--- src/rtl/csr_unit.sv ---
// csr_unit: machine-mode CSR file with RMW ops, write masks, illegal-access detection, trap/MRET and vectored mtvec.
// Define CSR_INSTRET_EN to implement the instret counter at 0xC02/0xC82.
module csr_unit #(
    parameter int unsigned     XLEN        = 32,
    parameter int unsigned     CNT_WIDTH   = 64,
    parameter logic [XLEN-1:0] MTVEC_RESET = '0
) (
    input  logic            clk,
    input  logic            rst,
    input  logic [11:0]     csr_addr_i,
    input  logic [1:0]      csr_op_i,
    input  logic [XLEN-1:0] csr_wdata_i,
    output logic [XLEN-1:0] csr_rdata_o,
    output logic            csr_illegal_o,
    input  logic            retire_i,
    input  logic            trap_i,
    input  logic [XLEN-1:0] trap_cause_i,
    input  logic [XLEN-1:0] trap_pc_i,
    input  logic            mret_i,
    output logic [XLEN-1:0] trap_vector_o,
    output logic [XLEN-1:0] mepc_o,
    output logic            irq_enable_o
);
    localparam logic [XLEN-1:0] MIE_MASK = XLEN'(12'h888);
    logic [CNT_WIDTH-1:0] cycle;
    logic [XLEN-1:0] mie_reg, mtvec, mscratch, mepc, mcause, mstatus, rdata, wval, base;
    logic status_mie, status_mpie, impl, wr_req, illegal, wr;
`ifdef CSR_INSTRET_EN
    logic [CNT_WIDTH-1:0] instret;
`else
    logic unused_retire;
    assign unused_retire = retire_i;
`endif
    // MPP is hardwired to machine mode
    assign mstatus = XLEN'({2'b11, 3'b000, status_mpie, 3'b000, status_mie, 3'b000});
    always_comb begin
        impl = 1'b1;
        rdata = '0;
        case (csr_addr_i)
            12'hC00: rdata = XLEN'(cycle);
            12'hC80: begin
                impl = (XLEN == 32);
                rdata = impl ? XLEN'(cycle >> 32) : '0;
            end
`ifdef CSR_INSTRET_EN
            12'hC02: rdata = XLEN'(instret);
            12'hC82: begin
                impl = (XLEN == 32);
                rdata = impl ? XLEN'(instret >> 32) : '0;
            end
`endif
            12'h300: rdata = mstatus;
            12'h304: rdata = mie_reg;
            12'h305: rdata = mtvec;
            12'h340: rdata = mscratch;
            12'h341: rdata = mepc;
            12'h342: rdata = mcause;
            default: impl = 1'b0;
        endcase
    end
    // RS/RC with a zero operand is a pure read and never trips the read-only check
    assign wr_req  = (csr_op_i == 2'b01) || (csr_op_i[1] && csr_wdata_i != '0);
    assign illegal = (csr_op_i != 2'b00) && (!impl || (wr_req && csr_addr_i[11:10] == 2'b11));
    assign wr      = wr_req && !illegal && !trap_i;
    assign wval    = csr_op_i == 2'b01 ? csr_wdata_i :
                     csr_op_i == 2'b10 ? rdata | csr_wdata_i : rdata & ~csr_wdata_i;
    assign base          = {mtvec[XLEN-1:2], 2'b00};
    assign trap_vector_o = mtvec[0] && trap_cause_i[XLEN-1] ? base + (trap_cause_i << 2) : base;
    assign csr_rdata_o   = rdata;
    assign csr_illegal_o = illegal;
    assign mepc_o        = mepc;
    assign irq_enable_o  = status_mie;
    always_ff @(posedge clk or posedge rst) begin
        if (rst) begin
            cycle       <= '0;
            status_mie  <= 1'b0;
            status_mpie <= 1'b0;
            mie_reg     <= '0;
            mtvec       <= MTVEC_RESET;
            mscratch    <= '0;
            mepc        <= '0;
            mcause      <= '0;
        end else begin
            cycle <= cycle + CNT_WIDTH'(1);
            if (trap_i) begin
                mepc        <= trap_pc_i & ~XLEN'(3);
                mcause      <= trap_cause_i;
                status_mpie <= status_mie;
                status_mie  <= 1'b0;
            end else begin
                if (mret_i) begin
                    status_mie  <= status_mpie;
                    status_mpie <= 1'b1;
                end else if (wr && csr_addr_i == 12'h300) begin
                    status_mie  <= wval[3];
                    status_mpie <= wval[7];
                end
                if (wr) begin
                    case (csr_addr_i)
                        12'h304: mie_reg  <= wval & MIE_MASK;
                        12'h305: mtvec    <= wval & ~XLEN'(2);
                        12'h340: mscratch <= wval;
                        12'h341: mepc     <= wval & ~XLEN'(3);
                        12'h342: mcause   <= wval;
                        default: ;
                    endcase
                end
            end
        end
    end
`ifdef CSR_INSTRET_EN
    always_ff @(posedge clk or posedge rst) begin
        if (rst) instret <= '0;
        else if (retire_i) instret <= instret + CNT_WIDTH'(1);
    end
`endif
endmodule
--- config.mk ---
export PLATFORM = sky130hd
export DESIGN_NAME = csr_unit
export DESIGN_NICKNAME = d
export VERILOG_FILES = /design/src/rtl/csr_unit.sv
export SDC_FILE = /design/constraint.sdc
export NUM_CORES = 1
export LEC_CHECK = 0
export ABC_CLOCK_PERIOD_IN_PS = 8700
export BUFFER_PORTS_ARGS = -buffer_cell sky130_fd_sc_hd__buf_2
export CAP_MARGIN = 20
export CORE_MARGIN = 3
export CORE_UTILIZATION = 25
export DETAILED_ROUTE_END_ITERATION = 8
export PLACE_DENSITY = 0.47
export RECOVER_POWER = 50
export SETUP_SLACK_MARGIN = 0.4
export SLEW_MARGIN = 5
export SYNTH_ARGS = -nofsm -noshare
export SYNTH_HDL_FRONTEND = slang
export SYNTH_SLANG_ARGS = --single-unit
--- constraint.sdc ---
create_clock -name clk -period 8.7 [get_ports clk]
set_input_delay 1.74 -clock clk [delete_from_list [all_inputs] [get_ports clk]]
set_output_delay 1.74 -clock clk [all_outputs]
set_load 0.01 [all_outputs]
# == Yosys cells after proc, flatten, opt, wreduce, memory -nomap -nowiden ==
# Cells that the tools add are included.
# totals
in_bits,115
reg_bits,196
# op_classes
bitwise,4
n_eq_ne,11
n_reduce_logical,24
n_addsub,2
muxes,17
# ops
op,count
32-bit two-way mux,9
32-bit one-hot mux with 8 select lines,1
"12-bit by 10-bit == test with 1-bit output, second input constant",6
"64-bit by 1-bit adder with 64-bit output, second input constant",1
32-bit adder,1
32-bit bitwise AND,1
32-bit NOT,1
32-bit bitwise OR,1
32-bit nonzero test,1
"12-bit == test, second input constant",2
3-bit AND reduction,3
2-bit nonzero test,4
8-bit OR reduction,1
1-bit logical AND,7
1-bit two-way mux,7
"2-bit == test, second input constant",2
2-bit AND reduction,2
1-bit zero test,3
3-bit nonzero test,1
"2-bit by 1-bit == test with 1-bit output, second input constant",1
1-bit logical OR,2
1-bit NOT,1

# == Logic depth before layout (Yosys ltp) ==
# Gate-level depths: netlist of run 1.
# logic_depth
ltp_word,13
depth_mapped,12
depth_no_buf,11

# == Least setup slack after synthesis of run 1 ==
# Ideal clock, no wire load.
# synth_timing
path_type,input to output
startpoint,input port trap_cause_i[0]
endpoint,output port trap_vector_o[30]
slack_ps,2677
path_stages,11
arrival_time_ps,4283
t_required_ps,6960
cell_sequence,ha_1 > fa_1 > a21o_1 > a21o_1 > a211oi_1 > o31ai_1 > a31oi_1 > nor3_1 > a211oi_1 > xor2_1 > o21ai_0
# synth_via
elab_chain_len,2
# synth_rtl
element,line_no,text
"start, declared",17,"input logic [XLEN-1:0] trap_cause_i,"
32-bit adder,68,assign trap_vector_o = mtvec[0] && trap_cause_i[XLEN-1] ? base + (trap_cause_i << 2) : base;
32-bit two-way mux,68,
"end, declared",20,"output logic [XLEN-1:0] trap_vector_o,"
# Every way passes these cells.

# == Worst setup path after layout of run 1 ==
# Same ends and word-level chain as after synthesis.

==> flow_metrics.py, run 1 <==
metrics = {
    "critical_path": {
        "reg2reg_from": "cycle[13]$_DFF_PP0_",
        "cp-start-kind": "input port",
        "setup.worst_path.start": "trap_cause_i[0]",
        "slowest_delay_ns": 0.50,
        "critPathSlowestCell": "a31oi_1",
        "reg2regPathDepth": 9,
        "crit_path_end_kind": "output port",
        "crit_chain": "buf_2, ha_1, fa_1, a21o_1, a21o_1, a211oi_1, o31ai_1, a31oi_1, nor3_1, a211oi_1, xor2_1, o21ai_0, buf_2",
        "crit_type": "input port to output port",
        "arrival_ns": 5.25,
        "critical_path_required_ns": 6.96,
        "worstPathMaxFanout": 5,
    },
    "yosys": {
        "ys.flop_type": "dfrtp_1",
        "yosys.area_share.adder": 0.0316,
        "ys_ff_latch": 194,
        "yosys.area_share.simple": 0.151,
        "synth_area_per_cell_sq_um": 9.68,
        "synth-edff-count": 0,
        "seq_area_frac_synth": 0.388,
        "async_flop_share": 1.00,
        "synth_top_family_by_area": "compound AO/OA/AOI/OAI gates",
        "yosysWarnings": 0,
        "synthesis.area_sq_um": 12500,
        "synth-compound-area-share": 0.162,
        "synth_cells": 1294,
        "synth-xor-area-share": 0.0832,
        "yosysUniqueCellTypes": 66,
        "synth_mux_area_frac": 0.143,
    },
    "sta": {
        "setup_viol": 0,
        "worst_pin_slew_ns": 5.06,
        "setup_slack_ns": 1.71,
        "whs_ns": 0.487,
        "fin_tns_setup_ns": 0,
        "hold_viol": 0,
        "clock.fmax_ghz": 0.143,
        "slew_headroom": -2.38,
        "period_needed_ns": 6.99,
        "final_max_slew_viol_count": 127,
        "skew_ns": 0.0100,
        "final.period_utilization": 0.804,
        "rsz0062_at_grt": "no",
    },
    "placed_design": {
        "place_hpwl_um": 33600,
        "portBuffers": 205,
        "gp_congestion": 0.841,
        "pre_cts_slack_ns": 1.77,
        "place_inst": 2110,
    },
    "cells_and_area": {
        "largestRegisters": "cycle x64, mcause x32, mscratch x32",
        "final_cells": 2151,
        "largest_register": "cycle",
        "largest_reg_flops": 64,
        "area_growth_pct": 17.4,
        "drive_gt1_frac": 0.224,
        "final_common_cell": "dfrtp_1",
        "layout.nets": 1611,
        "final_cell_mix": "dfrtp_1, buf_2, nand2_1",
    },
    "min_path": {
        "holdCritPathClass": "register to register",
        "hold_path.startpoint": "cycle[63]$_DFF_PP0_",
        "whs_path_depth": 1,
    },
    "die": {
        "pin_count": 213,
        "start_util": 0.254,
        "fp.dieW_um": 230,
        "placementRows": 81,
        "core_area_sq_um": 49300,
        "die_h_um": 230,
        "die-area_sq_um": 52800,
    },
    "global_route": {
        "antenna_found_initial": 15,
        "grt_pass1_wl_um": 68900,
        "grt_usage": 0.172,
        "grt_max_degree": 127,
        "gr-total-overflow": 0,
        "grt_pass1_vias": 10800,
    },
    "power": {
        "powerDensity_nw_per_um2": 136,
        "ir_worst_vdd_mv": 0.0923,
        "p_leak_nw": 6.52,
        "finalPower_mw": 2.01,
    },
    "clock_network": {
        "cts_buffers": 17,
        "clockRootBuffer": "clkbuf_16",
        "cts_sinks": 194,
        "cts_setup_buffers": 0,
        "worst_skew_pair.late_latency_ns": 0.46,
        "cts_buffer_depth": 2,
        "cts_tree": "done",
        "cts-htree-levels": 4,
        "path_clk_slew_ns": 0.07,
        "ctsResizeCount": 0,
        "hold_buffers": 0,
    },
    "detailed_routing": {
        "dr.pass1.iters": 5,
        "avgViaCountPerCell": 4.97,
        "ant_nets": 0,
        "vias": 10700,
        "drt-wirelength-per-cell_um": 21.2,
        "first_iter_violations": 805,
        "routed_wl_um": 45700,
        "drcViolationCount": 0,
    },
    "status": {
        "outcome": "finished with violations",
        "violations": "max-capacitance violations, max-slew violations",
    },
    "run": {
        "maxCapViolCount": 1,
    },
}
## path summary, 6_finish.rpt
kind	end	slack [ns]
max reg2reg	cycle[60]$_DFF_PP0_	5.44
max	trap_vector_o[30]	1.71
min reg2reg	cycle[63]$_DFF_PP0_	0.49
max in group asynchronous	mcause[27]$_DFFE_PP0P_	2.51
min	cycle[63]$_DFF_PP0_	0.49
min in group asynchronous	mepc_o[25]$_DFFE_PP0P_	3.16
## routing by layer
layer,routed length [um],part of all wire,GRT usage,vias to the layer above
met5,80,0.0018,0,-
met4,973,0.021,0.0485,14
met3,2790,0.061,0.0430,56
met2,20800,0.46,0.271,259
met1,21000,0.46,0.234,5325
li1,-,-,-,5046
## stage by stage
stage               area [sq um]   util
floorplan                  12500      -
global placement           14200  0.288
detailed placement         14200  0.288
CTS                        14800  0.300
global route               14700  0.298
finish                     14700  0.299
## logic make-up after synthesis
group                      Yosys count
DFF                                194
and+or+nand+nor                    391
other                                1
xor gates and xnor gates           119
AOI/OAI and AO/OA                  281
muxes                              170
adders and majority gates           31
buffers and inverters              107
## synthesized netlist by cell type (11+ instances only)
| master | instances | area (sq um) |
|---|---|---|
| a21o_1 | 21 | 158 |
| a21oi_1 | 40 | 200 |
| a221o_1 | 32 | 320 |
| a221oi_1 | 11 | 96.3 |
| a221oi_2 | 19 | 285 |
| and3_1 | 24 | 150 |
| buf_2 | 21 | 105 |
| buf_4 | 11 | 82.6 |
| clkbuf_1 | 30 | 113 |
| dfrtp_1 | 194 | 4850 |
| ha_1 | 30 | 375 |
| inv_1 | 33 | 124 |
| mux2_2 | 69 | 777 |
| mux2i_1 | 99 | 991 |
| nand2_1 | 169 | 634 |
| nand3_1 | 29 | 145 |
| nand4_1 | 15 | 93.8 |
| nor2_1 | 93 | 349 |
| o2111ai_1 | 14 | 123 |
| o21ai_0 | 56 | 280 |
| o21ai_1 | 44 | 220 |
| xnor2_1 | 92 | 806 |
| xor2_1 | 27 | 236 |
## power breakdown
part	leakage [nW]	internal, mW	switching (mW)
Sequential	2.58	0.927	0.0210
Combinational	3.66	0.0897	0.166
Clock	0.283	0.409	0.393
Total	6.52	1.43	0.579
## final cells by class
class,instances,area [sq um]
timing repair buffer,223,1120
inverter,33,124
clock inverter,13,126
clock buffer,19,443
tap,664,831
sequential,194,4850
multi-input combinational,996,7180
antenna,9,22.5
fill,5302,34500
## critical path: cells and delay by family
kind,cells,cell delay [ns]
buffers and inverters,2,0.33
AND/OR/NAND/NOR,1,0.13
XOR/XNOR,1,0.09
adder cells (fa/ha/maj),2,0.66
AO/OA/AOI/OAI,7,2.30
(Power assumes the default switching activity.)
==> inputs of run 2 (changes only) <==
Settings changed: ABC_CLOCK_PERIOD_IN_PS 8700 to 6800.
Clock period 8.7 ns to 6.8 ns, I/O delays scaled along.
==> flow_metrics.py, run 2 (same netlist as run 1, synthesis figures left out) <==
metrics = {
    "status": {
        "outcome": "finished with violations",
        "violations": "max-capacitance violations, max-slew violations",
    },
    "critical_path": {
        "crit_chain": "buf_2, ha_1, fa_1, a21o_1, a21o_1, a211oi_1, o31ai_1, a31oi_2, nor3_1, a211oi_1, xor2_1, o21ai_0, buf_2",
        "crit_path_end_kind": "output port",
        "critPathSlowestCell": "a211oi_1",
        "critical_path_required_ns": 5.44,
        "cp-start-kind": "input port",
        "crit_type": "input port to output port",
        "slowest_delay_ns": 0.45,
        "worstPathMaxFanout": 5,
        "arrival_ns": 4.77,
    },
    "detailed_routing": {
        "avgViaCountPerCell": 5.01,
        "first_iter_violations": 763,
        "drt-wirelength-per-cell_um": 21.4,
        "vias": 10800,
        "ant_nets": 0,
        "routed_wl_um": 46200,
        "drcViolationCount": 0,
        "dr.pass1.iters": 5,
    },
    "clock_network": {
        "cts_tree": "done",
        "clockRootBuffer": "clkbuf_16",
        "worst_skew_pair.late_latency_ns": 0.45,
        "cts-htree-levels": 4,
        "path_clk_slew_ns": 0.08,
        "cts_sinks": 194,
        "cts_setup_buffers": 0,
        "cts_buffer_depth": 2,
        "cts_buffers": 17,
        "hold_buffers": 0,
    },
    "sta": {
        "worst_pin_slew_ns": 2.69,
        "setup_slack_ns": 0.666,
        "fin_tns_setup_ns": 0,
        "setup_viol": 0,
        "period_needed_ns": 6.13,
        "hold_viol": 0,
        "skew_ns": 0.0147,
        "rsz0062_at_grt": "no",
        "final.period_utilization": 0.902,
        "final_max_slew_viol_count": 142,
        "slew_headroom": -0.794,
        "clock.fmax_ghz": 0.163,
    },
    "die": {
        "start_util": 0.254,
        "core_area_sq_um": 49300,
        "fp.dieW_um": 230,
        "die-area_sq_um": 52800,
        "placementRows": 81,
        "pin_count": 213,
        "die_h_um": 230,
    },
    "power": {
        "powerDensity_nw_per_um2": 175,
        "p_leak_nw": 6.59,
        "finalPower_mw": 2.58,
        "ir_worst_vdd_mv": 0.114,
    },
    "cells_and_area": {
        "largestRegisters": "cycle x64, mcause x32, mscratch x32",
        "layout.nets": 1618,
        "area_growth_pct": 18.0,
        "final_common_cell": "dfrtp_1",
        "final_cell_mix": "dfrtp_1, buf_2, nand2_1",
        "largest_register": "cycle",
        "fin_util": 0.300,
        "largest_reg_flops": 64,
        "drive_gt1_frac": 0.238,
        "postLayoutCellArea_sq_um": 14800,
    },
    "global_route": {
        "grt_max_degree": 103,
        "grt_usage": 0.172,
        "gr-total-overflow": 0,
        "antenna_found_initial": 13,
        "grt_pass1_vias": 10700,
        "grt_pass1_wl_um": 68700,
    },
    "run": {
        "maxCapViolCount": 2,
    },
    "placed_design": {
        "pre_cts_slack_ns": 0.607,
        "portBuffers": 205,
        "place_area_sq_um": 14200,
        "place_hpwl_um": 34100,
        "gp_congestion": 0.786,
    },
    "min_path": {
        "holdCritPathClass": "register to register",
    },
}
[run 2: cell types whose count changed in the layout (fill, tap and decap cells not counted), sizes merged]
cell and delta:
clkbuf -9, diode -3, buf +19, inv +1, clkinv -4
[run 2: worst max-delay path: cells and delay by family]
family | cells | cell delay, ns
AO/OA/AOI/OAI | 7 | 2.19
adder cells (fa/ha/maj) | 2 | 0.66
buffers and inverters | 2 | 0.34
AND/OR/NAND/NOR | 1 | 0.10
XOR/XNOR | 1 | 0.10
[run 2: per-stage QoR]
stage          std cells  hold WS, ns
2_1_floorplan       1297        0.445
3_3_place_gp        2116        0.467
3_5_place_dp        2116        0.473
4_1_cts             2148        0.487
5_1_grt             2152        0.501
6_report            2155        0.490
[run 2: area by class of cell]
| cell class | count | area, sq um |
|---|---|---|
| Antenna cell | 6 | 15.0 |
| Clock buffer | 22 | 464 |
| Clock inverter | 10 | 110 |
| Fill cell | 5239 | 34500 |
| Inverter | 33 | 125 |
| Multi-Input combinational cell | 996 | 7200 |
| Sequential cell | 194 | 4850 |
| Tap cell | 664 | 831 |
| Timing Repair Buffer | 230 | 1190 |
[run 2: timing repair]
| item | 4_1_cts | 5_1_grt |
|---|---|---|
| resized for setup | 0 | 1 |
| endpoints found under the hold margin | 0 | 0 |
| setup endpoints to repair | 0 | 1 |
[run 2: per-layer routing]
layer  wire length, um  up-vias  track usage
met3              3000       56       0.0450
met5                93        -            0
li1                  -     5069            -
met2             21200      261        0.275
met4               778       16       0.0396
met1             21100     5395        0.233
[run 2: worst paths after layout]
path / start / to / slack (ns) / cells after the start
max: trap_cause_i[0] / trap_vector_o[30] / 0.67 / 13
min: cycle[60]$_DFF_PP0_ / cycle[60]$_DFF_PP0_ / 0.49 / 1
max reg2reg: cycle[13]$_DFF_PP0_ / cycle[58]$_DFF_PP0_ / 3.55 / 9
min reg2reg: cycle[60]$_DFF_PP0_ / cycle[60]$_DFF_PP0_ / 0.49 / 1
max in group asynchronous: rst / cycle[37]$_DFF_PP0_ / 2.64 / 4
min in group asynchronous: rst / mtvec[17]$_DFFE_PP0P_ / 0.78 / 2
[run 2: power by group]
part / switching (mW) / internal (mW) / leakage, nW
combinational: 0.215 / 0.117 / 3.73
clock: 0.501 / 0.537 / 0.284
sequential: 0.0265 / 1.19 / 2.58
total: 0.743 / 1.84 / 6.59
